==> src/rtl/tcls_resync_ctrl.sv <==
// Resynchronization sequencer for a triple-core lock-step cluster: unload, optional setback,
// reload, bounded retries. Watchdog present only when TCLS_RESYNC_TIMEOUT_EN is defined.
module tcls_resync_ctrl #(
    parameter int unsigned TimeoutWidth  = 16,
    parameter int unsigned MaxRetries    = 3,
    parameter int unsigned SetbackCycles = 4
) (
    input  logic                    clk_i,
    input  logic                    rst_i,
    input  logic                    fetch_en_i,
    input  logic [2:0]              mismatch_i,
    input  logic                    force_resynch_i,
    input  logic                    unload_done_i,
    input  logic                    reload_done_i,
    input  logic                    setback_en_i,
    input  logic [TimeoutWidth-1:0] timeout_i,
    output logic                    resynch_req_o,
    output logic [2:0]              setback_o,
    output logic                    busy_o,
    output logic                    fail_o,
    output logic [2:0]              state_o,
    output logic [2:0]              faulty_o,
    output logic [3:0]              retry_cnt_o
);

    typedef enum logic [2:0] {
        ST_RUN     = 3'd0,
        ST_UNLOAD  = 3'd1,
        ST_SETBACK = 3'd2,
        ST_RELOAD  = 3'd3,
        ST_FAIL    = 3'd4
    } state_e;

    localparam int unsigned SbW        = (SetbackCycles > 1) ? $clog2(SetbackCycles) : 1;
    localparam logic [SbW-1:0] SbLast  = SbW'(SetbackCycles - 1);
    localparam logic [3:0]     RetryLast = 4'(MaxRetries - 1);

    state_e         state_q, state_d;
    logic [2:0]     faulty_q, faulty_d;
    logic [3:0]     retry_q, retry_d;
    logic [SbW-1:0] sb_cnt_q;
    logic           resynch_req_q, busy_q, fail_q;
    logic [2:0]     setback_q;
    logic           wd_expire;

`ifdef TCLS_RESYNC_TIMEOUT_EN
    logic [TimeoutWidth-1:0] wd_cnt_q;

    assign wd_expire = (timeout_i != '0) && (wd_cnt_q == timeout_i - TimeoutWidth'(1));

    // Saturating cycle counter, restarted on every state change.
    always_ff @(posedge clk_i or posedge rst_i) begin
        if (rst_i) begin
            wd_cnt_q <= '0;
        end else if (state_d != state_q) begin
            wd_cnt_q <= '0;
        end else if ((state_q == ST_UNLOAD || state_q == ST_RELOAD) && wd_cnt_q != '1) begin
            wd_cnt_q <= wd_cnt_q + TimeoutWidth'(1);
        end
    end
`else
    logic unused_timeout;
    assign unused_timeout = ^timeout_i;
    assign wd_expire      = 1'b0;
`endif

    // NOTE: every always_comb output gets a default first, so no path can infer a latch.
    always_comb begin
        state_d  = state_q;
        faulty_d = faulty_q;
        retry_d  = retry_q;
        if (!fetch_en_i) begin
            state_d  = ST_RUN;
            faulty_d = '0;
            retry_d  = '0;
        end else begin
            unique case (state_q)
                ST_RUN: begin
                    if (mismatch_i != '0 || force_resynch_i) begin
                        state_d  = ST_UNLOAD;
                        faulty_d = mismatch_i;
                        retry_d  = '0;
                    end
                end
                ST_UNLOAD: begin
                    faulty_d = faulty_q | mismatch_i;
                    if (unload_done_i) begin
                        state_d = setback_en_i ? ST_SETBACK : ST_RELOAD;
                    end else if (wd_expire) begin
                        state_d = ST_FAIL;
                    end
                end
                ST_SETBACK: begin
                    if (sb_cnt_q == SbLast) begin
                        state_d = ST_RELOAD;
                    end
                end
                ST_RELOAD: begin
                    if (reload_done_i) begin
                        state_d = ST_RUN;
                    end else if (mismatch_i != '0) begin
                        faulty_d = faulty_q | mismatch_i;
                        if (retry_q == RetryLast) begin
                            state_d = ST_FAIL;
                        end else begin
                            retry_d = retry_q + 4'd1;
                            if (setback_en_i) begin
                                state_d = ST_SETBACK;
                            end
                        end
                    end else if (wd_expire) begin
                        state_d = ST_FAIL;
                    end
                end
                ST_FAIL: ;
                default: state_d = ST_FAIL;
            endcase
        end
    end

    // NOTE: sequential state uses non-blocking assignments so all flops update from pre-edge values.
    always_ff @(posedge clk_i or posedge rst_i) begin
        if (rst_i) begin
            state_q       <= ST_RUN;
            faulty_q      <= '0;
            retry_q       <= '0;
            sb_cnt_q      <= '0;
            resynch_req_q <= 1'b0;
            setback_q     <= '0;
            busy_q        <= 1'b0;
            fail_q        <= 1'b0;
        end else begin
            state_q       <= state_d;
            faulty_q      <= faulty_d;
            retry_q       <= retry_d;
            sb_cnt_q      <= (state_q == ST_SETBACK && state_d == ST_SETBACK) ? sb_cnt_q + SbW'(1) : '0;
            resynch_req_q <= (state_d == ST_UNLOAD);
            setback_q     <= {3{state_d == ST_SETBACK}};
            busy_q        <= (state_d != ST_RUN);
            fail_q        <= fetch_en_i && (fail_q || state_d == ST_FAIL);
        end
    end

    assign state_o       = state_q;
    assign faulty_o      = faulty_q;
    assign retry_cnt_o   = retry_q;
    assign resynch_req_o = resynch_req_q;
    assign setback_o     = setback_q;
    assign busy_o        = busy_q;
    assign fail_o        = fail_q;

endmodule

==> config.mk <==
export PLATFORM = sky130hd
export DESIGN_NAME = tcls_resync_ctrl
export DESIGN_NICKNAME = d
export VERILOG_FILES = /design/src/rtl/tcls_resync_ctrl.sv
export SDC_FILE = /design/constraint.sdc
export NUM_CORES = 1
export LEC_CHECK = 0
export BUFFER_PORTS_ARGS = -buffer_cell sky130_fd_sc_hd__buf_2
export CORE_MARGIN = 10
export CORE_UTILIZATION = 45
export CTS_CLUSTER_SIZE = 12
export DETAILED_ROUTE_END_ITERATION = 8
export PLACE_DENSITY = 0.78
export SLEW_MARGIN = 25
export SYNTH_ARGS = -nofsm -noshare
export SYNTH_HDL_FRONTEND = slang
export SYNTH_SLANG_ARGS = --single-unit
==> constraint.sdc <==
create_clock -name clk_i -period 2.23 [get_ports clk_i]
set_clock_uncertainty 0.1 [all_clocks]
set_input_delay 0.446 -clock clk_i [delete_from_list [all_inputs] [get_ports clk_i]]
set_output_delay 0.446 -clock clk_i [all_outputs]
set_load 0.005 [all_outputs]
# After elaboration in Yosys (flattened, before gate mapping)
# Cells that the tools add are included.
# word_totals
regBits	16
inputBits	26
out_inout_bits	16
# op_classes
addsub	2
n_eq_ne	15
mux	22
bitwise	1
n_reduce_logical	9
# ops
operator	count
two-way mux 3 bit	12
two-way mux 4 bit	5
one-hot mux 3 bit (5 select lines)	1
!= test 3 bit, second input constant	4
equality test 3 x 2 -> 1 bit, second input constant	3
one-hot mux 3 bit (3 select lines)	1
one-hot mux 4 bit (2 select lines)	1
equality test 3 x 1 -> 1 bit, second input constant	2
equality test 3 bit, second input constant	2
nonzero test 3 bit	2
AND reduction 5 bit	1
adder 4 x 1 -> 4 bit, second input constant	1
equality test 4 x 2 -> 1 bit, second input constant	1
!= test 4 x 1 -> 1 bit, second input constant	1
AND reduction 4 bit	1
zero test 3 bit	1
!= test 3 x 1 -> 1 bit, second input constant	1
bitwise OR 3 bit	1
adder 2 x 1 -> 2 bit, second input constant	1
equality test 2 bit, second input constant	1
logical AND 1 bit	2
logical OR 1 bit	2
two-way mux 2 bit	1
two-way mux 1 bit	1

# Longest topological paths before layout
# Gate-level depths: netlist of the first run.
# logic_depth
depth_word	9
mapped_depth	6

# Worst setup path after synthesis of the first run
# Ideal clock, no wire load.
# synth_path
kind	reg-to-reg
from	register retry_q[0], in the netlist retry_cnt_o[0]
to	register busy_q, in the netlist busy_o
setup_time_ps	130
t_arrival_ps	1356
required_time_ps	2000
path_slack_ps	644
path_stages_with_launch	7
path_buffers	0
period_less_slack_ps	1586
cell_sequence	dfrtp_1 -> inv_1 -> ha_1 -> nor3b_2 -> o21ai_0 -> a21oi_1 -> o31ai_1
# synth_via
elab_chain_len	7
# synth_rtl
element	line	rtl
start: declaration	40	logic [3:0] retry_q, retry_d;
start signal: assignment	135	retry_q <= retry_d;
equality test 4 x 2 -> 1 bit	103	if (retry_q == RetryLast) begin
two-way mux 3 bit	103	
two-way mux 3 bit	101	end else if (mismatch_i != '0) begin
two-way mux 3 bit	99	if (reload_done_i) begin
one-hot mux 3 bit (5 select lines)	77	unique case (state_q)
two-way mux 3 bit	72	if (!fetch_en_i) begin
nonzero test 3 bit	139	busy_q <= (state_d != ST_RUN);
end signal: assignment	139	
end: declaration	42	logic resynch_req_q, busy_q, fail_q;
# Every way passes these cells.
# A chain may end at the register's enable or synchronous reset.

# Worst setup path in the final report of the first run
# layout_path
from	register state_q[0], in the netlist state_o[0]
to	register retry_q[3], in the netlist retry_cnt_o[3]
# layout_via
elab_chain_len	3
elab_cells_between_ends	10
classes_between	eq/ne: 6; mux: 2; reduce/logical: 2
# layout_rtl
element	line	rtl
start: declaration	38	state_e state_q, state_d;
start signal: assignment	133	state_q <= state_d;
equality test 3 x 2 -> 1 bit / zero test 3 bit (equally long branches)	77	
!= test 3 x 1 -> 1 bit (no line) (tied with other cells)	-	
AND reduction 5 bit (no line) / two-way mux 4 bit (equally long branches)	-	
# Parallel ways exist; a longest one is shown, timed or not.

==> qor.json, run 1 <==
{
  "clocking": {
    "numCtsBuffers": 3,
    "cts.repair.resized": 0,
    "cts_setup_buffers": 0,
    "cts.hold.buffers_added": 0,
    "tritoncts": "built",
    "numClockSinks": 16,
    "max-clock-path-buffers": 2,
    "htree_num_levels": 1,
    "path_clk_slew_ns": 0.09,
    "clock_latency_at_the_later_pin_of_the_worst_skew_pair_ns": 0.29,
    "root_buffer": "clkbuf_4"
  },
  "power": {
    "seqPwrFrac_pct": 52.0,
    "irDropWorstVdd_mv": 0.3718,
    "power_density_over_the_cells_nw_per_um2": 604.5,
    "p_comb_share_pct": 17.2,
    "pwr-share-clk_pct": 30.8,
    "internal-power_mw": 0.4586,
    "switching_part_of_the_total_pct": 27.38,
    "total_switching_power_mw": 0.1729,
    "power.total_mw": 0.6315,
    "power.static_leakage_nw": 0.5398
  },
  "synthesis": {
    "cell_area_after_technology_mapping_um2": 882.1,
    "synth_compound_gate_area_share_pct": 19.72,
    "yosys_warning_count": 0,
    "syn-num-nets": 119,
    "yosys_register_bits": 16,
    "synth_top_area_share_pct": 45.39,
    "post_synthesis_async_set_or_reset_flop_share_pct": 100.0,
    "dominant_combinational_cell_family_by_area_after_synthesis": "simple AND/OR/NAND/NOR gates",
    "synth_largest_area_cell": "dfrtp_1",
    "synth-xor-area-share_pct": 0,
    "synth_fa_ha_area_share_pct": 4.255,
    "synth-edff-count": 0,
    "synth-seq-area-share_pct": 45.39,
    "synth.top_cells.by_area": "dfrtp_1, ha_1, nor2_1",
    "post_synth.cell_area_avg_um2": 9.801,
    "synth.lib_cells_used.distinct": 36,
    "post_synth_mux_area_share_pct": 1.277,
    "yosys_most_used_dff": "dfrtp_1",
    "synthCells": 90,
    "synth-simple-area-share_pct": 23.83
  },
  "global_route": {
    "grt_pass1_vias": 715,
    "wire_length_of_the_first_global_routing_pass_mm": 3.180,
    "initial_antenna_violation_count": 0,
    "grt.overflow.total": 0,
    "grt_util_all_layers_pct": 9.430,
    "grt_start_max_net_pins": 17
  },
  "place": {
    "place.detailed.instances": 135,
    "final_weighted_congestion_in_routability_driven_placement": 0.8281,
    "place.detailed.hpwl_mm": 1.524,
    "port_buffers": 25
  },
  "timing": {
    "timing.final.setup_violations": 0,
    "timing.final.max_slew_violations": 0,
    "fmaxAchievable_mhz": 554.6,
    "max_slew_headroom_pct": 61.00,
    "hold_viol": 0,
    "post-route-period-util_pct": 80.86,
    "tns_ns": 0,
    "final_period_minus_worst_setup_slack_ns": 1.803,
    "worstMarginPinSlew_ns": 0.5844,
    "rsz0062_at_grt": "false"
  },
  "drt": {
    "firstDrtPassIters": 4,
    "drt-wirelength-per-cell_um": 13.99,
    "drt.antenna.violating_nets": 0,
    "remaining_routing_drc_violations": 0,
    "dr.first_iter.drc_count": 24,
    "post_drt_via_cell_ratio": 5.453,
    "dr_total_vias": 758,
    "wirelength_mm": 1.945
  },
  "setup_path": {
    "critical_path.cell_chain": "or3_1 > a21oi_1 > o21ai_0 > a31o_2",
    "endpoint_kind": "flip-flop",
    "critical_path.slowest_cell": "dfrtp_1",
    "critPathArrivalTime_ns": 1.89,
    "crit_fanout": 15,
    "critPathRequiredTime_ns": 2.32,
    "crit_path_max_incr_delay_ns": 0.53,
    "critical_path_source_type": "flip-flop",
    "setup.worst_path.class": "reg2reg"
  },
  "worst_hold_path": {
    "timing.hold.worst.class": "in2async"
  },
  "layout": {
    "filler_cell_count": 161,
    "num-nets-final": 144,
    "layout.core_utilization_pct": 58.60,
    "final_layout_size_suffix_gt1_share_pct": 33.33,
    "area.growth.synth_to_final_pct": 18.44,
    "most_used_cells_in_the_layout_excluding_fill_and_tap_cells": "buf_2, dfrtp_1, nor2_1",
    "antenna-diode-count": 0,
    "layout_commonest_cell": "buf_2",
    "finish.cell_count_without_fillers": 139
  },
  "floorplan": {
    "core_um2": 1783,
    "floorplan.die.width_um": 64.28,
    "floorplan.initialDensity_pct": 49.47,
    "io_pins": 42,
    "fp.dieArea_um2": 4131,
    "die_h_um": 64.28,
    "row_count": 15
  },
  "job": {
    "maxCapViolCount": 0
  },
  "status": {
    "status": "complete, no violations"
  }
}
worst paths after layout:
check | slack, ns | to | cells past startpoint | from
max | 0.43 | retry_cnt_o[3] | 4 | state_o[0]
min | 0.1 | state_o[1] | 2 | rst_i
max reg2reg | 0.43 | retry_cnt_o[3] | 4 | state_o[0]
min reg2reg | 0.33 | sb_cnt_q[0] | 1 | sb_cnt_q[0]
max in group asynchronous | 1.55 | faulty_o[0] | 2 | rst_i
min in group clk_i | 0.32 | sb_cnt_q[0] | 3 | fetch_en_i
cells by family (layout without fill, tap and decap cells):
family,Yosys count,after routing
AO/OA/AOI/OAI,25,25
buffers and inverters,10,34
adder cells (fa/ha/maj),3,3
flip-flops,16,16
AND/OR/NAND/NOR,35,35
multiplexers,1,1
through the flow:
| step | worst slack [ns] | hold slack [ns] | area, um^2 |
|---|---|---|---|
| floorplan | 0.6437 | 0.2597 | 882.1 |
| global route | 0.3045 | 0.1362 | 1045 |
| finish | 0.4269 | 0.09694 | 1045 |
| global placement | 0.4315 | 0.3175 | 1008 |
| CTS | 0.4325 | 0.1230 | 1045 |
| detailed placement | 0.4102 | 0.3192 | 1008 |
cell type report:
class                   instances  area [um^2]  area share [%]
inverters                       5        18.77           1.796
well taps                      25        31.28           2.994
repair buffers                 25        125.1           11.98
multi-input cells              64        432.9           41.44
clock buffers                   4        36.28           3.473
flip-flops and latches         16        400.4           38.32
synth_stat cells, types with 2 or more instances:
cell type  count
o21ai_0        4
nor2_1        10
a32oi_1        2
dfrtp_1       16
nor3_1         3
nand2b_1       3
a21oi_1        6
buf_4          2
or3_1          2
nor4_1         3
ha_1           3
nand2_1        3
a31oi_1        3
buf_2          3
inv_1          5
a22o_1         2
flip-flops by register name, indices dropped and copies added, names as in the netlist:
| register | cells |
|---|---|
| fail_o | 1 |
| resynch_req_o | 1 |
| faulty_o | 3 |
| setback_o | 1 |
| state_o | 3 |
| busy_o | 1 |
| retry_cnt_o | 4 |
| sb_cnt_q | 2 |
worst max-delay path: cells and delay by family (launching register included):
family	cells	cell delay [ns]
DFF	1	0.53
and+or+nand+nor	1	0.42
AOI/OAI and AO/OA	3	0.66
metal layers:
metal  up-vias  part of all wire (%)  global-route usage (%)
li1        380                     -                       -
met5         -                     0                       0
met2        26                    46                   13.42
met4         0                   2.3                   4.813
met3         5                   8.3                   3.659
met1       347                    44                   11.98
power by group through the flow:
stage	clock network (mW)	logic, mW	registers [mW]
finish	0.194	0.109	0.328
detailed placement	0	0.110	0.335
global route	0.214	0.123	0.332
floorplan	0	0.0739	0.329
global placement	0	0.109	0.334
CTS	0.199	0.111	0.329
Power figures use the tool's default switching activity.
==> inputs of run 2 (changes only) <==
--- a/config.mk
+++ b/config.mk
@@ -5,12 +5,13 @@
 export SDC_FILE = /design/constraint.sdc
 export NUM_CORES = 1
 export LEC_CHECK = 0
+export ABC_AREA = 1
 export BUFFER_PORTS_ARGS = -buffer_cell sky130_fd_sc_hd__buf_2
 export CORE_MARGIN = 10
 export CORE_UTILIZATION = 45
 export CTS_CLUSTER_SIZE = 12
 export DETAILED_ROUTE_END_ITERATION = 8
-export PLACE_DENSITY = 0.78
+export PLACE_DENSITY = 0.77
 export SLEW_MARGIN = 25
 export SYNTH_ARGS = -nofsm -noshare
 export SYNTH_HDL_FRONTEND = slang
==> constraint.sdc (replaced) <==
create_clock -name clk_i -period 1.75 [get_ports clk_i]
set_clock_uncertainty 0.1 [all_clocks]
set_input_delay 0.35 -clock clk_i [delete_from_list [all_inputs] [get_ports clk_i]]
set_output_delay 0.35 -clock clk_i [all_outputs]
set_load 0.005 [all_outputs]
==> qor.json, run 2 <==
{
  "status": {
    "status": "complete, no violations"
  },
  "drt": {
    "remaining_routing_drc_violations": {"value": 0, "change": "unchanged"},
    "dr.first_iter.drc_count": {"value": 24, "change": "unchanged"},
    "post_drt_via_cell_ratio": {"value": 4.632, "change": "-15%"},
    "firstDrtPassIters": {"value": 4, "change": "unchanged"},
    "dr_total_vias": {"value": 792, "change": "+4.5%"},
    "drt.antenna.violating_nets": {"value": 0, "change": "unchanged"},
    "wirelength": {"value": 1.899, "unit": "mm", "change": "-2.4%"},
    "drt-wirelength-per-cell": {"value": 11.11, "unit": "um", "change": "-21%"}
  },
  "synthesis": {
    "synth-edff-count": {"value": 0, "change": "unchanged"},
    "post_synthesis_async_set_or_reset_flop_share": {"value": 100.0, "unit": "%", "change": "unchanged"},
    "post_synth.cell_area_avg": {"value": 7.785, "unit": "um^2", "change": "-21%"},
    "synth.lib_cells_used.distinct": {"value": 20, "change": "-44%"},
    "synth.top_cells.by_area": "dfrtp_1, nand2_1, inv_1",
    "synth-seq-area-share": {"value": 43.96, "unit": "%", "change": "-1.4 points"},
    "yosys_register_bits": {"value": 16, "change": "unchanged"},
    "yosys_warning_count": {"value": 0, "change": "unchanged"},
    "syn-num-nets": {"value": 146, "change": "+23%"},
    "synth_top_area_share": {"value": 43.96, "unit": "%", "change": "-1.4 points"},
    "cell_area_after_technology_mapping": {"value": 910.9, "unit": "um^2", "change": "+3.3%"},
    "yosysMostFrequentCell": "nand2_1",
    "synth_common_cells": "nand2_1, inv_1, dfrtp_1",
    "synthCells": {"value": 117, "change": "+30%"},
    "yosys_most_used_dff": "dfrtp_1",
    "synth_largest_area_cell": "dfrtp_1"
  },
  "place": {
    "final_weighted_congestion_in_routability_driven_placement": {"value": 0.8386, "change": "+1.3%"},
    "total_cell_area_at_the_placement_stage": {"value": 1050, "unit": "um^2", "change": "+4.1%"},
    "place.detailed.instances": {"value": 166, "change": "+23%"},
    "place.detailed.hpwl": {"value": 1.561, "unit": "mm", "change": "+2.4%"},
    "port_buffers": {"value": 25, "change": "unchanged"}
  },
  "layout": {
    "post-route-cell-area": {"value": 1094, "unit": "um^2", "change": "+4.7%"},
    "layout.core_utilization": {"value": 56.31, "unit": "%", "change": "-2.3 points"},
    "multi_input_comb_area": {"value": 404.1, "unit": "um^2", "change": "-6.6%"},
    "finish.cell_count_without_fillers": {"value": 171, "change": "+23%"},
    "largest_register_ff_count": {"value": 4, "change": "unchanged"},
    "antenna-diode-count": {"value": 0, "change": "unchanged"},
    "final_layout_size_suffix_gt1_share": {"value": 27.78, "unit": "%", "change": "-5.6 points"},
    "filler_cell_count": {"value": 200, "change": "+24%"},
    "register_area": {"value": 400.4, "unit": "um^2", "change": "unchanged"},
    "num-nets-final": {"value": 174, "change": "+21%"},
    "layout_commonest_cell": "buf_2",
    "area.growth.synth_to_final_pct": 20.06,
    "most_used_cells_in_the_layout_excluding_fill_and_tap_cells": "buf_2, nand2_1, inv_1"
  },
  "global_route": {
    "grt_util_all_layers": {"value": 9.619, "unit": "%", "change": "+0.19 points"},
    "grt.overflow.total": {"value": 0, "change": "unchanged"},
    "grt_pass1_vias": {"value": 782, "change": "+9.4%"},
    "grt_start_max_net_pins": {"value": 17, "change": "unchanged"},
    "wire_length_of_the_first_global_routing_pass": {"value": 3.381, "unit": "mm", "change": "+6.3%"},
    "initial_antenna_violation_count": {"value": 0, "change": "unchanged"}
  },
  "setup_path": {
    "setup.worst_path.class": "reg2reg",
    "critPathRequiredTime": {"value": 1.87, "unit": "ns", "change": "-0.45 ns"},
    "crit_path_max_incr_delay": {"value": 0.41, "unit": "ns", "change": "-0.12 ns"},
    "timing.rr.start": "retry_cnt_o[0]",
    "endpoint_kind": "flip-flop",
    "critical_path_source_type": "flip-flop",
    "critical_path.slowest_cell": "dfrtp_1",
    "worstSetupStartpoint": "retry_cnt_o[0]",
    "crit_fanout": {"value": 4, "change": "-11"},
    "critical_path.cell_chain": "inv_1 > ha_1 > nand2_1 > nor2_1 > nand2_1 > nand3_1 > nand3_1 > nand2_2 > nand3_2 > nor2_1",
    "worstRegToRegCells": {"value": 10, "change": "+6"},
    "critPathArrivalTime": {"value": 1.65, "unit": "ns", "change": "-0.24 ns"},
    "regToRegSetupSlack": {"value": 0.22, "unit": "ns", "change": "-0.20 ns"},
    "critical_r2r_capture": "sb_cnt_q[1]"
  },
  "job": {
    "maxCapViolCount": {"value": 0, "change": "unchanged"}
  },
  "worst_hold_path": {
    "timing.hold.worst.class": "in2async"
  },
  "clocking": {
    "cts.repair.resized": {"value": 0, "change": "unchanged"},
    "htree_num_levels": {"value": 1, "change": "unchanged"},
    "numCtsBuffers": {"value": 3, "change": "unchanged"},
    "numClockSinks": {"value": 16, "change": "unchanged"},
    "path_clk_slew": {"value": 0.09, "unit": "ns", "change": "about the same"},
    "cts.hold.buffers_added": {"value": 0, "change": "unchanged"},
    "clock_latency_at_the_later_pin_of_the_worst_skew_pair": {"value": 0.29, "unit": "ns", "change": "about the same"},
    "root_buffer": "clkbuf_4",
    "max-clock-path-buffers": {"value": 2, "change": "unchanged"},
    "tritoncts": "built"
  },
  "timing": {
    "final_period_minus_worst_setup_slack": {"value": 1.525, "unit": "ns", "change": "-0.2780 ns"},
    "timing.final.max_slew_violations": {"value": 0, "change": "unchanged"},
    "timing.final.setup_violations": {"value": 0, "change": "unchanged"},
    "max_slew_headroom": {"value": 60.03, "unit": "%", "change": "-0.96 points"},
    "tns": {"value": 0, "unit": "ns", "change": "unchanged"},
    "hold_viol": {"value": 0, "change": "unchanged"},
    "post-route-period-util": {"value": 87.15, "unit": "%", "change": "+6.3 points"},
    "fmaxAchievable": {"value": 655.7, "unit": "MHz", "change": "+18%"},
    "worstMarginPinSlew": {"value": 0.5988, "unit": "ns", "change": "+0.01441 ns"},
    "rsz0062_at_grt": "false"
  },
  "power": {
    "switching_part_of_the_total": {"value": 29.18, "unit": "%", "change": "+1.8 points"},
    "power_density_over_the_cells": {"value": 755.5, "unit": "nW/um^2", "change": "+25%"},
    "seqPwrFrac": {"value": 50.0, "unit": "%", "change": "-2.0 points"},
    "pwr-share-clk": {"value": 29.8, "unit": "%", "change": "-1.0 points"},
    "power.static_leakage": {"value": 0.6214, "unit": "nW", "change": "+15%"},
    "p_comb_share": {"value": 20.2, "unit": "%", "change": "+3.0 points"},
    "power.total": {"value": 0.8261, "unit": "mW", "change": "+31%"},
    "irDropWorstVdd": {"value": 0.5054, "unit": "mV", "change": "+36%"},
    "total_switching_power": {"value": 0.2411, "unit": "mW", "change": "+39%"},
    "internal-power": {"value": 0.5851, "unit": "mW", "change": "+28%"}
  },
  "floorplan": {
    "floorplan.die.width": {"value": 64.99, "unit": "um", "change": "+1.1%"},
    "floorplan.initialDensity": {"value": 46.91, "unit": "%", "change": "-2.6 points"},
    "core": {"value": 1942, "unit": "um^2", "change": "+8.9%"},
    "die_h": {"value": 64.99, "unit": "um", "change": "+1.1%"},
    "fp.dieArea": {"value": 4224, "unit": "um^2", "change": "+2.2%"},
    "io_pins": {"value": 42, "change": "unchanged"},
    "row_count": {"value": 16, "change": "+1"}
  }
}
run 2: cell count changes in the layout (fill, tap and decap cells not counted), moves of 4 or more:
cell,before,now
inv_1,5,21
a21oi_1,6,1
nand3_1,1,13
nand2_2,0,4
nand2_1,3,22
o21ai_1,0,4
run 2: worst max path at each step:
stage / endpoint / slack (ns)
after floorplan: sb_cnt_q[0] / 0.35
after global placement: sb_cnt_q[0] / 0.24
after detailed placement: sb_cnt_q[1] / 0.21
after CTS: sb_cnt_q[1] / 0.18
after global routing: sb_cnt_q[0] / 0.003
final: sb_cnt_q[1] / 0.22
run 2: layout make-up:
cell class,count,area share (%)
inverters,23,7.895
well taps,27,3.089
multi-input cells,75,36.96
flip-flops and latches,16,36.61
repair buffers,26,12.13
clock buffers,4,3.318
run 2: per-stage QoR:
| stage | setup slack [ns] | hold slack [ns] |
|---|---|---|
| CTS | 0.1838 | 0.03277 |
| floorplan | 0.3513 | 0.1637 |
| finish | 0.2249 | 0.009177 |
| global route | 0.003335 | 0.03201 |
| global placement | 0.2412 | 0.3178 |
| detailed placement | 0.2067 | 0.3229 |
run 2: power by group through the flow:
stage / clock network [mW] / logic [mW] / registers (mW)
after global placement: 0 / 0.164 / 0.419
after CTS: 0.254 / 0.170 / 0.413
final: 0.246 / 0.167 / 0.413
after detailed placement: 0 / 0.169 / 0.421
after floorplan: 0 / 0.109 / 0.422
after global routing: 0.276 / 0.190 / 0.417
run 2: cells by family after synthesis:
group | synth area share [%]
AO/OA/AOI/OAI | 9.478
XOR/XNOR | 1.923
adder cells (fa/ha/maj) | 4.121
buffers and inverters | 11.67
flip-flops | 43.96
AND/OR/NAND/NOR | 28.85
run 2: worst max-delay path: cells and delay by family, from the launching register on:
kind | cells | cell delay [ns]
adder cells (fa/ha/maj) | 1 | 0.14
flip-flops | 1 | 0.41
AND/OR/NAND/NOR | 8 | 0.72
buffers and inverters | 1 | 0.08
run 2: timing repair:
action                                 4_1_cts  5_1_grt
setup endpoints to repair                    0        2
buffers inserted                             0        1
endpoints found under the hold margin        0        0
run 2: routing by layer:
layer / GRT usage (%) / up-vias / share of wire, %
li1: - / 415 / -
met1: 10.78 / 357 / 44
met2: 16.01 / 18 / 48
met3: 3.952 / 2 / 7.2
met4: 3.476 / 0 / 0.84
met5: 0 / - / 0
